## src/rtl/lcd_pkg.sv

```systemverilog
// lcd_pkg: shared HD44780 bus constants, FSM states
// and DDRAM address helpers for the LCD path.
package lcd_pkg;

  localparam logic [7:0] OP_CLEAR = 8'h01;
  localparam logic [7:0] OP_HOME  = 8'h02;
  localparam logic [7:0] OP_ENTRY = 8'h04;
  localparam logic [7:0] OP_DISP  = 8'h08;
  localparam logic [7:0] OP_SHIFT = 8'h10;
  localparam logic [7:0] OP_FUNC  = 8'h20;
  localparam logic [7:0] OP_CGRAM = 8'h40;
  localparam logic [7:0] OP_DDRAM = 8'h80;

  localparam logic [6:0] LINE1_BASE = 7'h00;
  localparam logic [6:0] LINE2_BASE = 7'h40;
  localparam logic [6:0] LINE1_END  = 7'h27;
  localparam logic [6:0] LINE2_END  = 7'h67;

  localparam logic [7:0] BLANK = 8'h20;
  localparam int         CELLS = 32;

  localparam logic [7:0] FUNC_8B_2L = 8'h38;
  localparam logic [7:0] DISP_ON    = 8'h0C;
  localparam logic [7:0] ENTRY_INC  = 8'h06;

  typedef enum logic [1:0] {
    S_IDLE,
    S_EXEC,
    S_SWEEP,
    S_BUSY
  } state_t;

  typedef struct packed {
    logic       rs;
    logic       rw;
    logic [7:0] db;
  } bus_t;

  function automatic logic [6:0] ac_step(
    input logic [6:0] ac,
    input logic       inc
  );
    logic [6:0] r;
    r = inc ? ac + 7'd1 : ac - 7'd1;
    if (inc && ac == LINE1_END) r = LINE2_BASE;
    if (inc && ac == LINE2_END) r = LINE1_BASE;
    if (!inc && ac == LINE1_BASE) r = LINE2_END;
    if (!inc && ac == LINE2_BASE) r = LINE1_END;
    return r;
  endfunction

  function automatic logic ac_shown(input logic [6:0] ac);
    return (ac[6:4] == 3'b000) || (ac[6:4] == 3'b100);
  endfunction

  function automatic logic [4:0] ac_cell(input logic [6:0] ac);
    return {ac[6], ac[3:0]};
  endfunction

  function automatic logic ac_legal(input logic [6:0] ac);
    return (ac <= LINE1_END) ||
           (ac >= LINE2_BASE && ac <= LINE2_END);
  endfunction

  // one-hot of the highest set bit; zero when b is zero
  function automatic logic [7:0] top_bit(input logic [7:0] b);
    logic [7:0] r;
    r = '0;
    for (int i = 0; i < 8; i++) begin
      if (b[i]) begin
        r    = '0;
        r[i] = 1'b1;
      end
    end
    return r;
  endfunction

endpackage

```

## src/rtl/lcd_ddram_2x16.sv

```systemverilog
// lcd_ddram_2x16: 32x8 visible DDRAM cells, one write
// port and two registered read ports.
module lcd_ddram_2x16
  import lcd_pkg::*;
(
  input  logic       clock,
  input  logic       reset_n,
  input  logic       we,
  input  logic [4:0] waddr,
  input  logic [7:0] wdata,
  input  logic [4:0] rd_addr,
  output logic [7:0] rd_data,
  input  logic [4:0] rb_addr,
  output logic [7:0] rb_data
);

  logic [7:0] mem [CELLS];

  always_ff @(posedge clock or negedge reset_n) begin
    if (!reset_n) begin
      for (int i = 0; i < CELLS; i++) mem[i] <= BLANK;
    end else if (we) begin
      mem[waddr] <= wdata;
    end
  end

  always_ff @(posedge clock or negedge reset_n) begin
    if (!reset_n) begin
      rd_data <= BLANK;
      rb_data <= BLANK;
    end else begin
      rd_data <= mem[rd_addr];
      rb_data <= mem[rb_addr];
    end
  end

endmodule

```

## src/rtl/lcd_hd44780_responder.sv

```systemverilog
// lcd_hd44780_responder: display-side HD44780 bus model
// with DDRAM image, address counter and busy timing.
module lcd_hd44780_responder
  import lcd_pkg::*;
#(
  parameter int BUSY_CYCLES      = 2000,
  parameter int BUSY_LONG_CYCLES = 82000,
  parameter int BUSY_W           = 17
) (
  input  logic       clock,
  input  logic       reset_n,
  input  logic       lcd_e,
  input  logic       lcd_rs,
  input  logic       lcd_rw,
  input  logic [7:0] lcd_db_in,
  output logic [7:0] lcd_db_out,
  output logic       lcd_db_oe,
  input  logic [4:0] rd_addr,
  output logic [7:0] rd_data,
  output logic       display_on,
  output logic       cursor_on,
  output logic       blink_on,
  output logic       busy,
  output logic       cmd_valid,
  output logic [7:0] cmd_byte,
  output logic       cmd_is_data,
  output logic       protocol_err
);

  logic              e_s1;
  logic              e_s2;
  logic              e_d;
  logic              e_fall;
  bus_t              bus;
  state_t            state;
  state_t            state_nx;
  logic [BUSY_W-1:0] cnt;
  logic [BUSY_W-1:0] cnt_nx;
  logic [4:0]        swp;
  logic [4:0]        swp_nx;
  logic              txn_rs;
  logic [7:0]        txn_db;
  logic [7:0]        hb;
  logic [6:0]        ac;
  logic              id;
  logic              we;
  logic [4:0]        waddr;
  logic [7:0]        wdata;
  logic [7:0]        rb_data;

  // bus fields follow E while it is high, then hold
  always_ff @(posedge clock or negedge reset_n) begin
    if (!reset_n) begin
      e_s1 <= 1'b0;
      e_s2 <= 1'b0;
      e_d  <= 1'b0;
      bus  <= '0;
    end else begin
      e_s1 <= lcd_e;
      e_s2 <= e_s1;
      e_d  <= e_s2;
      if (lcd_e) bus <= '{rs: lcd_rs, rw: lcd_rw, db: lcd_db_in};
    end
  end

  assign e_fall = e_d & ~e_s2;
  assign hb     = top_bit(txn_db);
  assign busy   = (state != S_IDLE);

  always_ff @(posedge clock or negedge reset_n) begin
    if (!reset_n) begin
      state <= S_IDLE;
      cnt   <= '0;
      swp   <= '0;
    end else begin
      state <= state_nx;
      cnt   <= cnt_nx;
      swp   <= swp_nx;
    end
  end

  always_comb begin
    state_nx = state;
    cnt_nx   = cnt;
    swp_nx   = swp;
    unique case (state)
      S_IDLE: begin
        if (e_fall && !bus.rw) state_nx = S_EXEC;
      end
      S_EXEC: begin
        if (!txn_rs && hb[0]) begin
          state_nx = S_SWEEP;
          swp_nx   = '0;
        end else begin
          state_nx = S_BUSY;
          cnt_nx   = (!txn_rs && hb[1]) ?
                     BUSY_W'(BUSY_LONG_CYCLES - 1) :
                     BUSY_W'(BUSY_CYCLES - 1);
        end
      end
      S_SWEEP: begin
        if (swp == 5'd31) begin
          state_nx = S_BUSY;
          cnt_nx   = BUSY_W'(BUSY_LONG_CYCLES - 1);
        end else begin
          swp_nx = swp + 5'd1;
        end
      end
      S_BUSY: begin
        if (cnt == '0) state_nx = S_IDLE;
        else cnt_nx = cnt - 1'b1;
      end
      default: state_nx = S_IDLE;
    endcase
  end

  always_ff @(posedge clock or negedge reset_n) begin
    if (!reset_n) begin
      txn_rs       <= 1'b0;
      txn_db       <= '0;
      ac           <= '0;
      id           <= 1'b1;
      display_on   <= 1'b0;
      cursor_on    <= 1'b0;
      blink_on     <= 1'b0;
      cmd_valid    <= 1'b0;
      cmd_byte     <= '0;
      cmd_is_data  <= 1'b0;
      protocol_err <= 1'b0;
    end else begin
      cmd_valid <= 1'b0;
      if (e_fall) begin
        if (state == S_IDLE) begin
          if (!bus.rw) begin
            txn_rs      <= bus.rs;
            txn_db      <= bus.db;
            cmd_valid   <= 1'b1;
            cmd_byte    <= bus.db;
            cmd_is_data <= bus.rs;
          end else if (bus.rs) begin
            ac <= ac_step(ac, id);
          end
        end else if (!bus.rw) begin
          protocol_err <= 1'b1;
        end
      end
      if (state == S_EXEC) begin
        if (txn_rs) begin
          ac <= ac_step(ac, id);
        end else begin
          unique case (1'b1)
            hb[7]: begin
              ac <= txn_db[6:0];
              if (!ac_legal(txn_db[6:0])) protocol_err <= 1'b1;
            end
            hb[6]: ;
            hb[5]: begin
              if (!txn_db[4] || !txn_db[3]) protocol_err <= 1'b1;
            end
            hb[4]: begin
              if (!txn_db[3]) ac <= ac_step(ac, txn_db[2]);
            end
            hb[3]: begin
              display_on <= txn_db[2];
              cursor_on  <= txn_db[1];
              blink_on   <= txn_db[0];
            end
            hb[2]: id <= txn_db[1];
            hb[1]: ac <= '0;
            default: ;
          endcase
        end
      end
      if (state == S_SWEEP && swp == 5'd31) begin
        ac <= '0;
        id <= 1'b1;
      end
    end
  end

  always_comb begin
    we    = 1'b0;
    waddr = ac_cell(ac);
    wdata = txn_db;
    if (state == S_SWEEP) begin
      we    = 1'b1;
      waddr = swp;
      wdata = BLANK;
    end else if (state == S_EXEC && txn_rs && ac_shown(ac)) begin
      we = 1'b1;
    end
  end

  assign lcd_db_oe = e_s2 & bus.rw;

  // hidden addresses read back as blanks
  always_comb begin
    lcd_db_out = '0;
    if (lcd_db_oe) begin
      if (bus.rs) lcd_db_out = ac_shown(ac) ? rb_data : BLANK;
      else lcd_db_out = {busy, ac};
    end
  end

  lcd_ddram_2x16 u_ddram (
    .clock   (clock),
    .reset_n (reset_n),
    .we      (we),
    .waddr   (waddr),
    .wdata   (wdata),
    .rd_addr (rd_addr),
    .rd_data (rd_data),
    .rb_addr (ac_cell(ac)),
    .rb_data (rb_data)
  );

endmodule

```

## config.mk

```make
export PLATFORM = sky130hd
export DESIGN_NAME = lcd_hd44780_responder
export DESIGN_NICKNAME = d
export VERILOG_FILES = /design/src/rtl/lcd_pkg.sv /design/src/rtl/lcd_ddram_2x16.sv /design/src/rtl/lcd_hd44780_responder.sv
export SDC_FILE = /design/constraint.sdc
export NUM_CORES = 1
export LEC_CHECK = 0
export CAP_MARGIN = 5
export CELL_PAD_IN_SITES_DETAIL_PLACEMENT = 1
export CELL_PAD_IN_SITES_GLOBAL_PLACEMENT = 1
export CORE_ASPECT_RATIO = 1.4
export CORE_MARGIN = 1
export CORE_UTILIZATION = 55
export CTS_BUF_LIST = sky130_fd_sc_hd__clkbuf_2
export DETAILED_ROUTE_END_ITERATION = 7
export PLACE_DENSITY = 0.92
export SLEW_MARGIN = 10
export SYNTH_ARGS = -nofsm -noshare
export SYNTH_HDL_FRONTEND = slang
export SYNTH_SLANG_ARGS = --single-unit
export TNS_END_PERCENT = 5
```

## constraint.sdc

```tcl
create_clock -name clock -period 7.4 [get_ports clock]
set_clock_uncertainty 0.05 [all_clocks]
set_input_delay 1.11 -clock clock [delete_from_list [all_inputs] [get_ports clock]]
set_output_delay 1.11 -clock clock [all_outputs]
set_load 0.005 [all_outputs]
```

==> Yosys cells after proc, flatten, opt, wreduce, memory -nomap -nowiden <==
Cells that the tools add are included.
{ "classes": {"add_sub_neg": 4, "n_mul": 0, "n_div": 0, "magnitude_cmp": 7, "eq_ne": 16, "n_shift": 0, "mux": 71, "n_bitwise": 8, "n_reduce_logical": 40} }
{ "op_table": {"columns": ["cell", "n"], "rows": [
  ["$bwmux 256", 1],
  ["$mux 7", 18],
  ["$mux 8", 14],
  ["$bmux 8 s5", 2],
  ["$mux 17", 4],
  ["$pmux 17 s3", 1],
  ["$demux 8 s5", 1],
  ["$pmux 7 s3", 1],
  ["$ge 6x6->1 const B", 3],
  ["$mux 1", 18],
  ["$not 5->6", 3],
  ["$logic_not 17->1", 1],
  ["$sub 17x1->17 const B", 1],
  ["$logic_and 1x1->1", 16],
  ["$mux 5", 3],
  ["$reduce_and 3->1", 5],
  ["$eq 7x7->1 const B", 2],
  ["$ne 2x2->1 const B", 6],
  ["$pmux 5 s2", 1],
  ["$mux 2", 4],
  ["$pmux 2 s4", 1],
  ["$reduce_bool 2->1", 4],
  ["$add 7x1->7 const B", 1],
  ["$eq 7x6->1 const B", 1],
  ["other kinds (22)", 34]
]} }
{ "totals": {"ff_bits": 331, "latch_bits": 0, "ramBits": 0, "romBits": 0, "in_bits": 18, "output_inout_bits": 32, "elab_cells": 198, "memories": 0} }

==> Logic depth before layout (Yosys ltp) <==
{ "depth": {"ltp_word": 15, "mapped_depth": 11, "mapped_depth_nobuf": 9} }

==> Cells and area by module <==
From an unflattened synthesis, not the netlist that was laid out.
{ "unflattened": {"cells_unflattened": 1300, "area_unflattened_um2": 18089.8} }
{ "modules_own_cells": {"columns": ["module", "instances", "cells_each", "area_each_um2", "seq_area_each_um2"], "rows": [
  ["lcd_ddram_2x16", 1, 822, 14086.0, 6849.1],
  ["lcd_hd44780_responder", 1, 478, 4003.8, 1477.7]
]} }

==> Worst setup path after synthesis <==
Ideal clock, no wire load.
{ "synth_timing": {"kind": "input to register", "startpoint": "in rd_addr[0]", "endpoint": "reg u_ddram.rd_data[0]", "setup_ns": 0.125, "arrival_ns": 2.853, "required_time_ns": 7.225, "path_slack_ns": 4.373, "cell_stages": 5, "n_path_buf": 2, "cell_sequence": "buf_2 buf_2 mux4_2 mux4_2 mux2_2"} }
{ "synth_between": {"elab_chain_cells": 4} }
{ "synth_lines": {"columns": ["item", "line", "source"], "rows": [
  ["start: declaration", "lcd_hd44780_responder.sv:18", "input logic [4:0] rd_addr,"],
  ["$not 5->6 (implied by the code)", "lcd_ddram_2x16.sv:32", "rd_data <= mem[rd_addr];"],
  ["$bmux 8 s5", "lcd_ddram_2x16.sv:32", null],
  ["$mux 8 (implied by the code) (2 in a row)", "lcd_ddram_2x16.sv:32", null],
  ["end signal: assignment", "lcd_ddram_2x16.sv:32", null],
  ["end: declaration", "lcd_ddram_2x16.sv:12", "output logic [7:0] rd_data,"]
]} }
No other way between the ends. The select of a mux whose other input is x is not followed.
A chain may end at the register's enable or synchronous reset.

==> Worst setup path after layout <==
{ "layout_timing": {"startpoint": "reg ac[4]", "endpoint": "out lcd_db_out[3]"} }
{ "layout_between": {"elab_chain_cells": 5, "word_cells_on_any_way": 6, "cone_classes": "1 x eq/ne; 3 x mux; 2 x reduce/logical"} }
{ "layout_lines": {"columns": ["item", "line", "source"], "rows": [
  ["start: declaration", "lcd_hd44780_responder.sv:44", "logic [6:0] ac;"],
  ["start signal: assignment", "lcd_hd44780_responder.sv:141", "ac <= ac_step(ac, id);"],
  ["start signal: assignment", "lcd_hd44780_responder.sv:149", "ac <= ac_step(ac, id);"],
  ["start signal: assignment", "lcd_hd44780_responder.sv:153", "ac <= txn_db[6:0];"],
  ["$eq 3x3->1 / $logic_not 3->1 (equally long branches)", "lcd_pkg.sv:53", "return (ac[6:4] == 3'b000) || (ac[6:4] == 3'b100);"],
  ["$logic_or 1x1->1 (*)", "lcd_pkg.sv:53", null],
  ["$mux 8 (*) (2 in a row)", "lcd_hd44780_responder.sv:200", "if (bus.rs) lcd_db_out = ac_shown(ac) ? rb_data : BLANK;"],
  ["$mux 8 (*)", "lcd_hd44780_responder.sv:199", "if (lcd_db_oe) begin"],
  ["end: declaration", "lcd_hd44780_responder.sv:16", "output logic [7:0] lcd_db_out,"]
]} }
Mark *: on every way between the ends. The rest lies on a longest branch, timed or not.

==> metrics.md <==
| Metric | Value |
|---|---|
| Leading area contributor after synthesis | `dfrtp_1` |
| CTS root buf | `clkbuf_2` |
| Most used DFF post-synth | `dfrtp_1` |
| GRT met1 Usage | `42.67%` |
| Post-synth EDFFs | `0` |
| First-pass GRT wire length | `87.90 mm` |
| PortBufs | `49` |
| Worst path cell trace | `nor2_1 -> nand3_1 -> a21oi_1 -> clkdlybuf4s50_1` |
| Synth cell types | `75` |
| Max VDD drop | `0.2509 mV` |
| Gr usage total | `35.78%` |
| CP Class | `flip-flop to output pin` |
| Final ANT Viol Nets | `0` |
| Mapped Avg Cell Area | `13.64 um2` |
| Most common cell in the synthesized netlist | `dfrtp_1` |
| Max incr delay on CP | `0.80 ns` |
| Area of the multi-input gates | `0.009261 mm2` |
| Syn_nets | `1,349` |
| Tmin final | `4.501 ns` |
| Grt ovf | `0` |
| Clock-pin slew on the worst setup and hold paths | `0.12 ns` |
| Crit start category | `flip-flop` |
| Met3 Use GR | `6.899%` |
| DRC Markers | `0` |
| Die H | `216.2 um` |
| Gpl congestion | `0.9320` |
| Gr busiest metal | `met2` |
| Layout cells sized above 1 | `44.99%` |
| Setup_tns | `0 ns` |
| # setup viols final | `0` |
| Cells after Synth | `1,322` |
| Class of the worst hold path | `input port to asynchronous set/reset pin` |
| Ports | `50` |
| H-tree depth | `3` |
| Maximum number of pins on one net before global-route repair | `156` |
| Row count | `78` |
| Total design power | `0.007845 W` |
| Max_slew headroom | `15.72%` |
| Final WL | `56.92 mm` |
| Final Hold Violating Endpoints | `0` |
| Detailed router's first-iteration violation count | `1,174` |
| DR pass1 iterations | `5` |
| Die area | `0.03352 mm2` |
| Final Cycle Share | `60.82%` |
| Final nets | `1,402` |
| Crit Path Max Fanout | `13` |
| Met2 usage | `58.60%` |
| Vias | `12,950` |
| Final Non-Filler Cells | `1,880` |
| Vias in the first global route | `14,100` |
| Filler cells | `3,150` |
| CTS Buffer Depth | `3` |
| Die X | `155.0 um` |
| Total CTS buffers | `81` |
| Ys async rst share | `100.0%` |
| Post-CTS sizing | `0` |
| CTS tree | `yes` |
| Delay-heaviest family, CP | `simple AND/OR/NAND/NOR gates` |
| # hold bufs at CTS | `0` |
| Warnings from Yosys | `0` |
| Buffers plus inverters on the worst setup path | `1` |
| Status | `complete, no violations` |
| Max-slew violations | `0` |
| Area Overhead vs Synth | `8.583%` |
| Starting Density | `55.82%` |
| Synth Cell Area | `0.01803 mm2` |
| Least-Margin Pin Slew | `1.258 ns` |
| DR WL/cell | `30.28 um` |
| Core area | `0.03230 mm2` |
| Required time worst endpoint | `6.24 ns` |
| Arr. time, crit path | `3.34 ns` |
| Setup bufs post-CTS | `0` |
| Vias/cell | `6.886` |
| Leak pwr | `8.441 nW` |
| Synth Register Bits | `331` |
| Peak Freq | `222.2 MHz` |
| Post-synth top area share | `41.08%` |
| CP max-delay cell | `nor2_1` |
| Clock Latency Late Sink | `1.04 ns` |
| Clock sinks | `331` |
| Post-synthesis sequential area ratio | `46.18%` |
| Initial antenna violation count | `4` |
| Sequential Area | `0.008332 mm2` |
| Largest cells by area after synthesis | `dfrtp_1 41%, mux4_2 20%, mux2_2 16%` |
| Most common library cells after synthesis | `296 x dfrtp_1, 251 x mux2_2, 160 x mux4_2` |
| Setup crit end kind | `output pin` |
| RSZ-0062 raised after global routing | `no` |
| Placed cell count | `1,732` |
| PwrDens | `400.7 mW/mm2` |
| HPWL Detailed | `36.96 mm` |
| Max-cap viol count | `0` |
==> final timing paths <==
kind | end | startpoint | depth (start not counted) | slack [ns]
max | lcd_db_out[3] | ac[4] | 4 | 2.90
min | bus[6] | reset_n | 1 | 0.03
max reg2reg | u_ddram.mem[4] | ac[1] | 5 | 3.58
min reg2reg | e_s2 | e_s1 | 0 | 0.32
max in group asynchronous | u_ddram.mem[217] | reset_n | 2 | 5.74
min in group clock | e_s2 | e_s1 | 0 | 0.32
==> kinds of logic after synthesis <==
group | after synthesis | synth area share, %
xor+xnor | 13 | 0.6314
buf+inv | 116 | 2.574
compound gates | 162 | 5.863
mux | 426 | 36.56
simple gates | 265 | 7.570
flops | 331 | 46.18
fa+ha+maj | 9 | 0.6245
==> flip-flops by register name, summed over array words and instances, names as in the netlist, 2 cells and up <==
register         count
ac                   7
bus                 10
cnt                 17
state                2
swp                  5
txn_db               8
u_ddram.mem        256
u_ddram.rb_data      8
u_ddram.rd_data      8
==> placed cells by master (no fill, tap or decap), types with 6 or more instances in the layout <==
| master | count |
|---|---|
| a21oi_1 | 58 |
| a22o_1 | 6 |
| a31oi_1 | 12 |
| buf_4 | 18 |
| clkbuf_2 | 117 |
| clkdlybuf4s50_1 | 46 |
| clkinv_1 | 19 |
| dfrtp_1 | 294 |
| dfstp_2 | 35 |
| ha_1 | 9 |
| inv_1 | 18 |
| mux2_1 | 10 |
| mux2_2 | 251 |
| mux4_2 | 160 |
| nand2_1 | 60 |
| nand2b_1 | 15 |
| nand3_1 | 19 |
| nand4_1 | 16 |
| nor2_1 | 63 |
| nor2_2 | 33 |
| nor3_1 | 13 |
| o21ai_0 | 21 |
| o21ai_1 | 6 |
| o22ai_1 | 6 |
| xnor2_1 | 7 |
| xor2_1 | 6 |
==> stage by stage <==
stage | hold slack [ns] | setup slack, ns | area, um2 | utilization, %
3_5_place_dp | 0.2966 | 3.382 | 18850 | 58.34
5_1_grt | 0.07748 | 2.693 | 19580 | 60.61
6_report | 0.03031 | 2.899 | 19580 | 60.61
2_1_floorplan | 0.2812 | 4.373 | 18030 | -
3_3_place_gp | 0.2858 | 3.496 | 18850 | 58.34
4_1_cts | 0.06611 | 2.892 | 19570 | 60.57
==> layout make-up <==
| type | instances | area share (%) |
|---|---|---|
| tap | 440 | 2.812 |
| multi-input combinational | 875 | 47.30 |
| timing repair buffer | 67 | 3.246 |
| clock inverter | 27 | 0.6837 |
| clock buffer | 117 | 2.991 |
| sequential | 331 | 42.55 |
| antenna | 4 | 0.05112 |
| inverter | 19 | 0.3642 |
==> metal layers <==
| layer | up-vias | share of wire (%) |
|---|---|---|
| met1 | 6743 | 36 |
| met2 | 728 | 50 |
| li1 | 5216 | - |
| met3 | 256 | 7.4 |
| met5 | - | 0.10 |
| met4 | 2 | 6.9 |
==> report_power, final <==
group | switching [W] | internal [W] | total, W | leakage [nW]
clock network | 0.000806 | 0.000458 | 0.00126 | 0.558
logic | 0.00179 | 0.00160 | 0.00339 | 3.56
registers | 0.000724 | 0.00246 | 0.00319 | 4.32
Power figures use the tool's default switching activity.
